### src/rtl/dsp_mac_pkg.sv
// Shared definitions for the dsp_mac_pipe block.
// Holds the OPMODE bit positions and the clamp/overflow helper.
// Contents: OP_* bit indices, wide_t scratch type, sat_wrap().
package dsp_mac_pkg;

  // OPMODE bit positions
  localparam int OP_PRE_EN  = 0;  // enable pre-adder
  localparam int OP_PRE_SUB = 1;  // pre-adder computes D-A instead of D+A
  localparam int OP_ACC     = 2;  // 1 = accumulate onto channel, 0 = load
  localparam int OP_PSUB    = 3;  // subtract product from base

  // Scratch width for accumulator arithmetic; must exceed ACC_W+1.
  localparam int MAX_W = 128;
  typedef logic signed [MAX_W-1:0] wide_t;

  // sum carries a w+1 bit signed value, sign-extended to MAX_W.
  // ovf flags that it does not fit in w bits. With sat_en the value
  // is clamped to the w-bit max/min; otherwise the caller keeps the
  // low w bits, which is the two's-complement wrap.
  function automatic wide_t sat_wrap(input wide_t sum, input int w,
                                     input logic sat_en, output logic ovf);
    wide_t upper;
    wide_t max_pos;
    wide_t res;
    upper   = sum >>> (w - 1);
    ovf     = (upper != '0) && (upper != '1);
    max_pos = (wide_t'(1) <<< (w - 1)) - wide_t'(1);
    res     = sum;
    if (ovf && sat_en) begin
      res = sum[MAX_W-1] ? ~max_pos : max_pos;
    end
    return res;
  endfunction

endpackage

### src/rtl/dsp_acc_bank.sv
// Accumulator bank: NUM_CH accumulators with sticky overflow flags and
// the S3 add/subtract/saturate datapath. Result is combinational from
// the registered bank; the bank updates only when upd_vld is high.
// Ports: clk/rst, upd_vld, ch, op_acc, op_sub, last, prod in; res, res_ovf out.
module dsp_acc_bank
  import dsp_mac_pkg::*;
#(
  parameter int ACC_W  = 48,
  parameter int NUM_CH = 4,
  parameter int SAT_EN = 1
) (
  input  logic                      clk,
  input  logic                      rst,
  input  logic                      upd_vld,
  input  logic [$clog2(NUM_CH)-1:0] ch,
  input  logic                      op_acc,
  input  logic                      op_sub,
  input  logic                      last,
  input  logic signed [ACC_W-1:0]   prod,
  output logic signed [ACC_W-1:0]   res,
  output logic                      res_ovf
);

  logic signed [ACC_W-1:0] acc_q [NUM_CH];
  logic signed [ACC_W-1:0] acc_d [NUM_CH];
  logic [NUM_CH-1:0]       ovf_q;
  logic [NUM_CH-1:0]       ovf_d;

  logic signed [ACC_W-1:0] base;
  logic                    base_ovf;
  wide_t                   sum;
  wide_t                   res_w;
  logic                    sum_ovf;

  always_comb begin
    base     = op_acc ? acc_q[ch] : '0;
    // a load starts the channel afresh, so its old flag is dropped too
    base_ovf = op_acc & ovf_q[ch];
    sum      = op_sub ? (wide_t'(base) - wide_t'(prod))
                      : (wide_t'(base) + wide_t'(prod));
    res_w    = sat_wrap(sum, ACC_W, SAT_EN != 0, sum_ovf);
    res      = res_w[ACC_W-1:0];
    res_ovf  = base_ovf | sum_ovf;

    acc_d = acc_q;
    ovf_d = ovf_q;
    if (upd_vld) begin
      // an emitted channel is cleared so the next sample starts from zero
      acc_d[ch] = last ? '0 : res;
      ovf_d[ch] = last ? 1'b0 : res_ovf;
    end
  end

  always_ff @(posedge clk or posedge rst) begin
    if (rst) begin
      for (int i = 0; i < NUM_CH; i++) acc_q[i] <= '0;
      ovf_q <= '0;
    end else begin
      acc_q <= acc_d;
      ovf_q <= ovf_d;
    end
  end

endmodule

### src/rtl/dsp_mac_pipe.sv
// Pre-add / multiply / accumulate pipeline with NUM_CH channel accumulators.
// Latency 3 cycles accepted-input to OUT_VALID; full throughput, no bubbles.
// Backpressure: whole pipe stalls while OUT_VALID && !OUT_READY (IN_READY low).
// Ports: IN_VALID/IN_READY + A, D, B, CH, OPMODE, LAST in; OUT_VALID/OUT_READY + P, P_CH, OVF out.
module dsp_mac_pipe
  import dsp_mac_pkg::*;
#(
  parameter int A_W    = 18,
  parameter int B_W    = 18,
  parameter int ACC_W  = 48,
  parameter int NUM_CH = 4,
  parameter int SAT_EN = 1
) (
  input  logic                      CLK,
  input  logic                      RST,
  input  logic                      IN_VALID,
  output logic                      IN_READY,
  input  logic signed [A_W-1:0]     A,
  input  logic signed [A_W-1:0]     D,
  input  logic signed [B_W-1:0]     B,
  input  logic [$clog2(NUM_CH)-1:0] CH,
  input  logic [3:0]                OPMODE,
  input  logic                      LAST,
  output logic                      OUT_VALID,
  input  logic                      OUT_READY,
  output logic signed [ACC_W-1:0]   P,
  output logic [$clog2(NUM_CH)-1:0] P_CH,
  output logic                      OVF
);

  localparam int CW  = $clog2(NUM_CH);
  localparam int PAW = A_W + 1;        // pre-adder width
  localparam int PW  = A_W + 1 + B_W;  // full-precision product width

  logic adv;  // every stage moves this cycle

  // S1: registered inputs
  logic                  s1_vld_q, s1_vld_d;
  logic signed [A_W-1:0] s1_a_q, s1_a_d, s1_d_q, s1_d_d;
  logic signed [B_W-1:0] s1_b_q, s1_b_d;
  logic [CW-1:0]         s1_ch_q, s1_ch_d;
  logic [3:0]            s1_op_q, s1_op_d;
  logic                  s1_last_q, s1_last_d;

  // S2: registered product plus the control S3 needs
  logic                  s2_vld_q, s2_vld_d;
  logic signed [PW-1:0]  s2_prod_q, s2_prod_d;
  logic [CW-1:0]         s2_ch_q, s2_ch_d;
  logic                  s2_acc_q, s2_acc_d;
  logic                  s2_sub_q, s2_sub_d;
  logic                  s2_last_q, s2_last_d;

  // S3 output register
  logic                    out_vld_q, out_vld_d;
  logic signed [ACC_W-1:0] p_q, p_d;
  logic [CW-1:0]           p_ch_q, p_ch_d;
  logic                    ovf_out_q, ovf_out_d;

  logic signed [PAW-1:0]   a_ext, d_ext, pre;
  logic signed [ACC_W-1:0] prod_ext;
  logic signed [ACC_W-1:0] bank_res;
  logic                    bank_ovf;
  logic                    emit;

  assign adv      = !(out_vld_q && !OUT_READY);
  assign IN_READY = adv;
  assign prod_ext = ACC_W'(s2_prod_q);
  assign emit     = s2_vld_q && s2_last_q;

  always_comb begin
    s1_vld_d  = s1_vld_q;
    s1_a_d    = s1_a_q;
    s1_d_d    = s1_d_q;
    s1_b_d    = s1_b_q;
    s1_ch_d   = s1_ch_q;
    s1_op_d   = s1_op_q;
    s1_last_d = s1_last_q;
    if (adv) begin
      s1_vld_d  = IN_VALID;
      s1_a_d    = A;
      s1_d_d    = D;
      s1_b_d    = B;
      s1_ch_d   = CH;
      s1_op_d   = OPMODE;
      s1_last_d = LAST;
    end
  end

  always_comb begin
    a_ext = PAW'(s1_a_q);
    d_ext = PAW'(s1_d_q);
    if (!s1_op_q[OP_PRE_EN])      pre = a_ext;
    else if (s1_op_q[OP_PRE_SUB]) pre = d_ext - a_ext;
    else                          pre = d_ext + a_ext;

    s2_vld_d  = s2_vld_q;
    s2_prod_d = s2_prod_q;
    s2_ch_d   = s2_ch_q;
    s2_acc_d  = s2_acc_q;
    s2_sub_d  = s2_sub_q;
    s2_last_d = s2_last_q;
    if (adv) begin
      s2_vld_d  = s1_vld_q;
      s2_prod_d = PW'(pre) * PW'(s1_b_q);
      s2_ch_d   = s1_ch_q;
      s2_acc_d  = s1_op_q[OP_ACC];
      s2_sub_d  = s1_op_q[OP_PSUB];
      s2_last_d = s1_last_q;
    end
  end

  // S3 is the only reader/writer of the bank, so back-to-back samples
  // to one channel see each other's result without forwarding.
  dsp_acc_bank #(
    .ACC_W  (ACC_W),
    .NUM_CH (NUM_CH),
    .SAT_EN (SAT_EN)
  ) u_bank (
    .clk     (CLK),
    .rst     (RST),
    .upd_vld (s2_vld_q && adv),
    .ch      (s2_ch_q),
    .op_acc  (s2_acc_q),
    .op_sub  (s2_sub_q),
    .last    (s2_last_q),
    .prod    (prod_ext),
    .res     (bank_res),
    .res_ovf (bank_ovf)
  );

  always_comb begin
    out_vld_d = out_vld_q;
    p_d       = p_q;
    p_ch_d    = p_ch_q;
    ovf_out_d = ovf_out_q;
    if (adv) begin
      // adv means the held result (if any) is consumed this cycle
      out_vld_d = emit;
      if (emit) begin
        p_d       = bank_res;
        p_ch_d    = s2_ch_q;
        ovf_out_d = bank_ovf;
      end
    end
  end

  always_ff @(posedge CLK or posedge RST) begin
    if (RST) begin
      s1_vld_q  <= 1'b0;
      s1_a_q    <= '0;
      s1_d_q    <= '0;
      s1_b_q    <= '0;
      s1_ch_q   <= '0;
      s1_op_q   <= '0;
      s1_last_q <= 1'b0;
      s2_vld_q  <= 1'b0;
      s2_prod_q <= '0;
      s2_ch_q   <= '0;
      s2_acc_q  <= 1'b0;
      s2_sub_q  <= 1'b0;
      s2_last_q <= 1'b0;
      out_vld_q <= 1'b0;
      p_q       <= '0;
      p_ch_q    <= '0;
      ovf_out_q <= 1'b0;
    end else begin
      s1_vld_q  <= s1_vld_d;
      s1_a_q    <= s1_a_d;
      s1_d_q    <= s1_d_d;
      s1_b_q    <= s1_b_d;
      s1_ch_q   <= s1_ch_d;
      s1_op_q   <= s1_op_d;
      s1_last_q <= s1_last_d;
      s2_vld_q  <= s2_vld_d;
      s2_prod_q <= s2_prod_d;
      s2_ch_q   <= s2_ch_d;
      s2_acc_q  <= s2_acc_d;
      s2_sub_q  <= s2_sub_d;
      s2_last_q <= s2_last_d;
      out_vld_q <= out_vld_d;
      p_q       <= p_d;
      p_ch_q    <= p_ch_d;
      ovf_out_q <= ovf_out_d;
    end
  end

  assign OUT_VALID = out_vld_q;
  assign P         = p_q;
  assign P_CH      = p_ch_q;
  assign OVF       = ovf_out_q;

endmodule

### config.mk
export PLATFORM = sky130hd
export DESIGN_NAME = dsp_mac_pipe
export DESIGN_NICKNAME = d
export VERILOG_FILES = /design/src/rtl/dsp_mac_pkg.sv /design/src/rtl/dsp_acc_bank.sv /design/src/rtl/dsp_mac_pipe.sv
export SDC_FILE = /design/constraint.sdc
export NUM_CORES = 2
export LEC_CHECK = 0
export ABC_AREA = 1
export CORE_AREA = 4 4 251 253
export DETAILED_ROUTE_END_ITERATION = 8
export DIE_AREA = 0 0 255 257
export PLACE_DENSITY = 0.78
export SYNTH_ARGS = -nofsm -noshare
export SYNTH_HDL_FRONTEND = slang
export SYNTH_SLANG_ARGS = --single-unit
### constraint.sdc
create_clock -name CLK -period 22.6 [get_ports CLK]
set_input_delay 4.52 -clock CLK [delete_from_list [all_inputs] [get_ports CLK]]
set_output_delay 4.52 -clock CLK [all_outputs]
set_load 0.02 [all_outputs]
Word-level counts from Yosys, hierarchy flattened
Cells that the tools add are included.
{"block": "totals", "register_bits": 353, "in_bits": 65, "out_inout_bits": 53, "wordCells": 65}
{"block": "op_classes", "add_sub_neg": 4, "mul": 1, "n_lt_le_gt_ge": 4, "eq_ne": 1, "mux": 19, "bitwise": 4, "n_reduce_logical": 10}
{"cell": "$mux W48", "n": 7}
{"cell": "$bwmux W192", "n": 1}
{"cell": "$mux W128", "n": 1}
{"cell": "$ne A128 B128 Y1 const B", "n": 1}
{"cell": "$reduce_bool A128 Y1", "n": 1}
{"cell": "$bmux W48 S2", "n": 1}
{"cell": "$demux W48 S2", "n": 1}
{"cell": "$add A48 B37 Y49", "n": 1}
{"cell": "$sub A48 B37 Y49", "n": 1}
{"cell": "$mux W19", "n": 2}
{"cell": "$mul A19 B18 Y37", "n": 1}
{"cell": "$add A18 B18 Y19", "n": 1}
{"cell": "$sub A18 B18 Y19", "n": 1}
{"cell": "$logic_and A1 B1 Y1", "n": 6}
{"cell": "$bwmux W4", "n": 1}
{"cell": "$ge A3 B3 Y1 const B", "n": 1}
{"cell": "$lt A2 B3 Y1 const B", "n": 1}
{"cell": "$lt A3 B1 Y1 const B", "n": 1}
{"cell": "$mux W1", "n": 3}
{"cell": "$not A2 Y3", "n": 1}
{"cell": "$bmux W1 S2", "n": 1}
{"cell": "$demux W1 S2", "n": 1}
{"cell": "$ge A2 B1 Y1 const B", "n": 1}
{"cell": "$logic_not A1 Y1", "n": 2}
{"cell": "other kinds (4)", "n": 4}

Logic depth before layout (Yosys ltp)
{"block": "logic_depth", "word_depth": 12, "ltp_mapped": 47, "depth_no_buf": 46}

By module
From an unflattened synthesis, not the netlist that was laid out.
{"block": "hier_totals", "cells_unflattened": 4481, "hier_area_um2": 34299.1}
{"mod": "dsp_mac_pipe", "instances": 1, "cells_per_inst": 2469, "area_each_um2": 20432.1, "seq_area_each_um2": 3928.8}
{"mod": "dsp_acc_bank", "instances": 1, "cells_per_inst": 2012, "area_each_um2": 13867.0, "seq_area_each_um2": 4904.7}

Least setup slack after synthesis
OpenSTA, ideal clock, no wires.
{"block": "synth_timing", "kind": "in2out", "start": "in OUT_READY", "end": "out IN_READY", "arrival_ps": 5370, "required_ps": 18080, "path_slack_ps": 12710, "stages": 4, "path_buffers": 2, "path_cell_list": "nor2_1 inv_2 clkbuf_1 clkbuf_1"}
{"block": "synth_between", "elab_chain_len": 3}
{"element": "start: declaration", "line_no": "dsp_mac_pipe.sv:25", "rtl": "input logic OUT_READY,"}
{"element": "$logic_not A1 Y1", "line_no": "dsp_mac_pipe.sv:65", "rtl": "assign adv = !(out_vld_q && !OUT_READY);"}
{"element": "$logic_and A1 B1 Y1", "line_no": "dsp_mac_pipe.sv:65"}
{"element": "$logic_not A1 Y1", "line_no": "dsp_mac_pipe.sv:65"}
{"element": "end: declaration", "line_no": "dsp_mac_pipe.sv:17", "rtl": "output logic IN_READY,"}
Every way passes these cells.

Worst setup path after layout
Ends and elaborated chain as after synthesis.

==> impl_metrics.tcl <==
set metrics [dict create \
    viasPerCell 5.65 \
    drtAntennaViolNets 0 \
    period_minus_slack_ns 11.18 \
    wl_per_cell_um 18.7 \
    grt_max_degree 153 \
    drc 0 \
    die_area_um2 65500 \
    synth_top_family_by_area "adder cells" \
    fin_skew_ns 0.0261 \
    min_from "u_bank.acc_q[135]$_DFFE_PP0P_" \
    hp-class "reg -> reg" \
    max_slew_margin_pct 23.0 \
    root_buffer "clkbuf_16" \
    final_net_count 4917 \
    final_area_um2 36400 \
    cp_max_fo 72 \
    postCtsSetupRepairBufs 0 \
    grt_usage_pct 29.5 \
    coreArea_um2 61000 \
    port_buffers 117 \
    timing.final.crit_share_pct 49.5 \
    synth-edff-count 0 \
    die_x_um 255 \
    ys_seq_elements 353 \
    insertion_delay_ns 0.58 \
    syn2layout_area_growth_pct 9.59 \
    ys_seq_area_share_pct 26.6 \
    dr_total_vias 29206 \
    dp_slack_ns 11.44 \
    worstMarginPinSlew_ns 1.16 \
    async_flop_share_pct 100 \
    synth_adder_area_share_pct 26.7 \
    cts_tree "done" \
    clockBufferDepth 3 \
    cp-start-kind "input pin" \
    rsz0062_at_grt "no" \
    io_pins 118 \
    dpl.hpwl_um 73100 \
    synth-simple-area-share_pct 21.2 \
    muxShareOfSynthArea_pct 0 \
    netlist-cell-type-count 45 \
    syn_area_um2 33200 \
    synth_compound_area_share_pct 11.9 \
    crit_type "in -> out" \
    yosys_warnings 0 \
    clkSinkCount 353 \
    hold_viol_final 0 \
    syn_area_per_cell_um2 7.68 \
    status "finished, final reports clean" \
    gp_congestion 0.982 \
    setup_viol_count_final 0 \
    maxSlewViolCount 0 \
    routed_wl_um 96400 \
    die_h_um 257 \
    max_freq_mhz 89.5 \
    synthCells 4330 \
    drtPass1Iterations 8 \
    final_common_cell "nand2_1" \
    nFillCells 5476 \
    grt_pass1_vias 29247 \
    critPathLaunch "OUT_READY" \
    synthFlopType "dfrtp_1" \
    tns_ns 0 \
    antenna_found_initial 0 \
    cp.arrival_ns 6.66 \
    reg2reg_depth 39 \
    grt.overflow.total 0 \
    diodes 0 \
    post_cts_resized 0 \
    synth_nets 4900 \
    whs_path_depth 2 \
    layout-drive-gt1-share_pct 3.11 \
    required_ns 18.08 \
    htreeDepth 2 \
    rows 91 \
    crit_path_end_kind "output pin" \
    synth_xor_area_share_pct 3.40 \
    ctsHoldBuffers 0 \
    final.setup.worst_slack_ns 11.42 \
    max_cap_viol_count 0 \
    final_cell_mix "nand2_1 (1087), inv_1 (697), nor2_1 (409)" \
    start_util_pct 54.5 \
    drtIter0Drc 2721 \
    grt_pass1_wl_um 154000 \
    dpl_cell_area_um2 35000 \
    clk_pin_slew_ns 0.05 \
    post-route-util_pct 59.7 \
    cts_made_buffers 41 \
    reg2reg_from "s1_a_q[2]$_DFFE_PP0N_" \
]
[layout make-up]
class	count	area (um^2)	share of cell area (%)
clock buffers	56	1190	3.28
clock inverters	16	238	0.653
inverters	710	2680	7.34
multi-input cells	3094	21100	57.9
flip-flops and latches	353	8830	24.3
well taps	790	988	2.71
repair buffers	147	1410	3.87
[kinds of logic after synthesis]
group	count (synthesis)
and+or+nand+nor	1765
buffers and inverters	883
AOI/OAI and AO/OA	695
adders and majority gates	505
DFF	353
xor gates and xnor gates	129
[registers in the layout, indices dropped and copies added (netlist names)]
name	flops
s2_vld_q	1
s2_acc_q	1
s1_vld_q	1
s2_ch_q	2
s1_a_q	18
s1_ch_q	2
u_bank.ovf_q	4
s1_b_q	18
s2_prod_q	37
s1_d_q	18
P	48
P_CH	2
s1_op_q	4
u_bank.acc_q	192
s2_sub_q	1
s2_last_q	1
s1_last_q	1
OVF	1
OUT_VALID	1
[stage by stage]
stage,cells,hold slack [ns]
global placement,5094,0.461
floorplan,4330,0.449
global route,5166,0.495
detailed placement,5094,0.466
CTS,5166,0.482
finish,5166,0.481
[metal layers]
metal  part of all wire [%]  vias up  wire length, um  GRT usage, %
met1                     39    13991            37700          37.9
met5                      0        -                0             0
met2                     48     1295            46300          49.2
li1                       -    13594                -             -
met3                    6.9      326             6660          3.66
met4                    5.9        0             5740          14.9
[worst paths after layout]
path / endpoint / slack, ns
max: IN_READY / 11.42
min: u_bank.acc_q[135]$_DFFE_PP0P_ / 0.48
max reg2reg: s2_prod_q[35]$_DFFE_PP0N_ / 12.49
min reg2reg: u_bank.acc_q[135]$_DFFE_PP0P_ / 0.48
max in group asynchronous: P[40]$_DFFE_PP0P_ / 16.46
min in group asynchronous: s1_d_q[3]$_DFFE_PP0N_ / 4.52
[cells in the mapped netlist (5+ instances only)]
cell,number,share of area [%]
o21ai_0,283,4.3
a21o_1,13,0.29
o21bai_1,23,0.52
o22ai_1,5,0.094
fa_1,342,21
dfrtp_1,353,27
o21ai_1,23,0.35
a21boi_0,5,0.11
o31ai_1,13,0.29
a22oi_1,84,1.9
nor2_1,413,4.7
a31oi_1,59,1.1
ha_1,163,6.1
a21oi_1,168,2.5
inv_1,700,7.9
nor3_1,24,0.36
buf_2,14,0.21
a221oi_1,9,0.24
clkbuf_1,139,1.6
nand2_1,1088,12
and2_1,5,0.094
or2_2,14,0.26
nand3_1,174,2.6
nand4_1,25,0.47
clkinv_1,6,0.068
xor2_1,86,2.3
nor4_1,6,0.11
xnor2_1,43,1.1
buf_1,16,0.18
[critical path: stages]
cell and delay, ns:
clkdlybuf4s50_1 0.50, nor2_4 0.04, buf_4 0.31, inv_4 0.52, clkdlybuf4s50_1 0.72
Power is not shown: default switching activity piles up to over one toggle a cycle in this logic, so the estimate is an artifact.
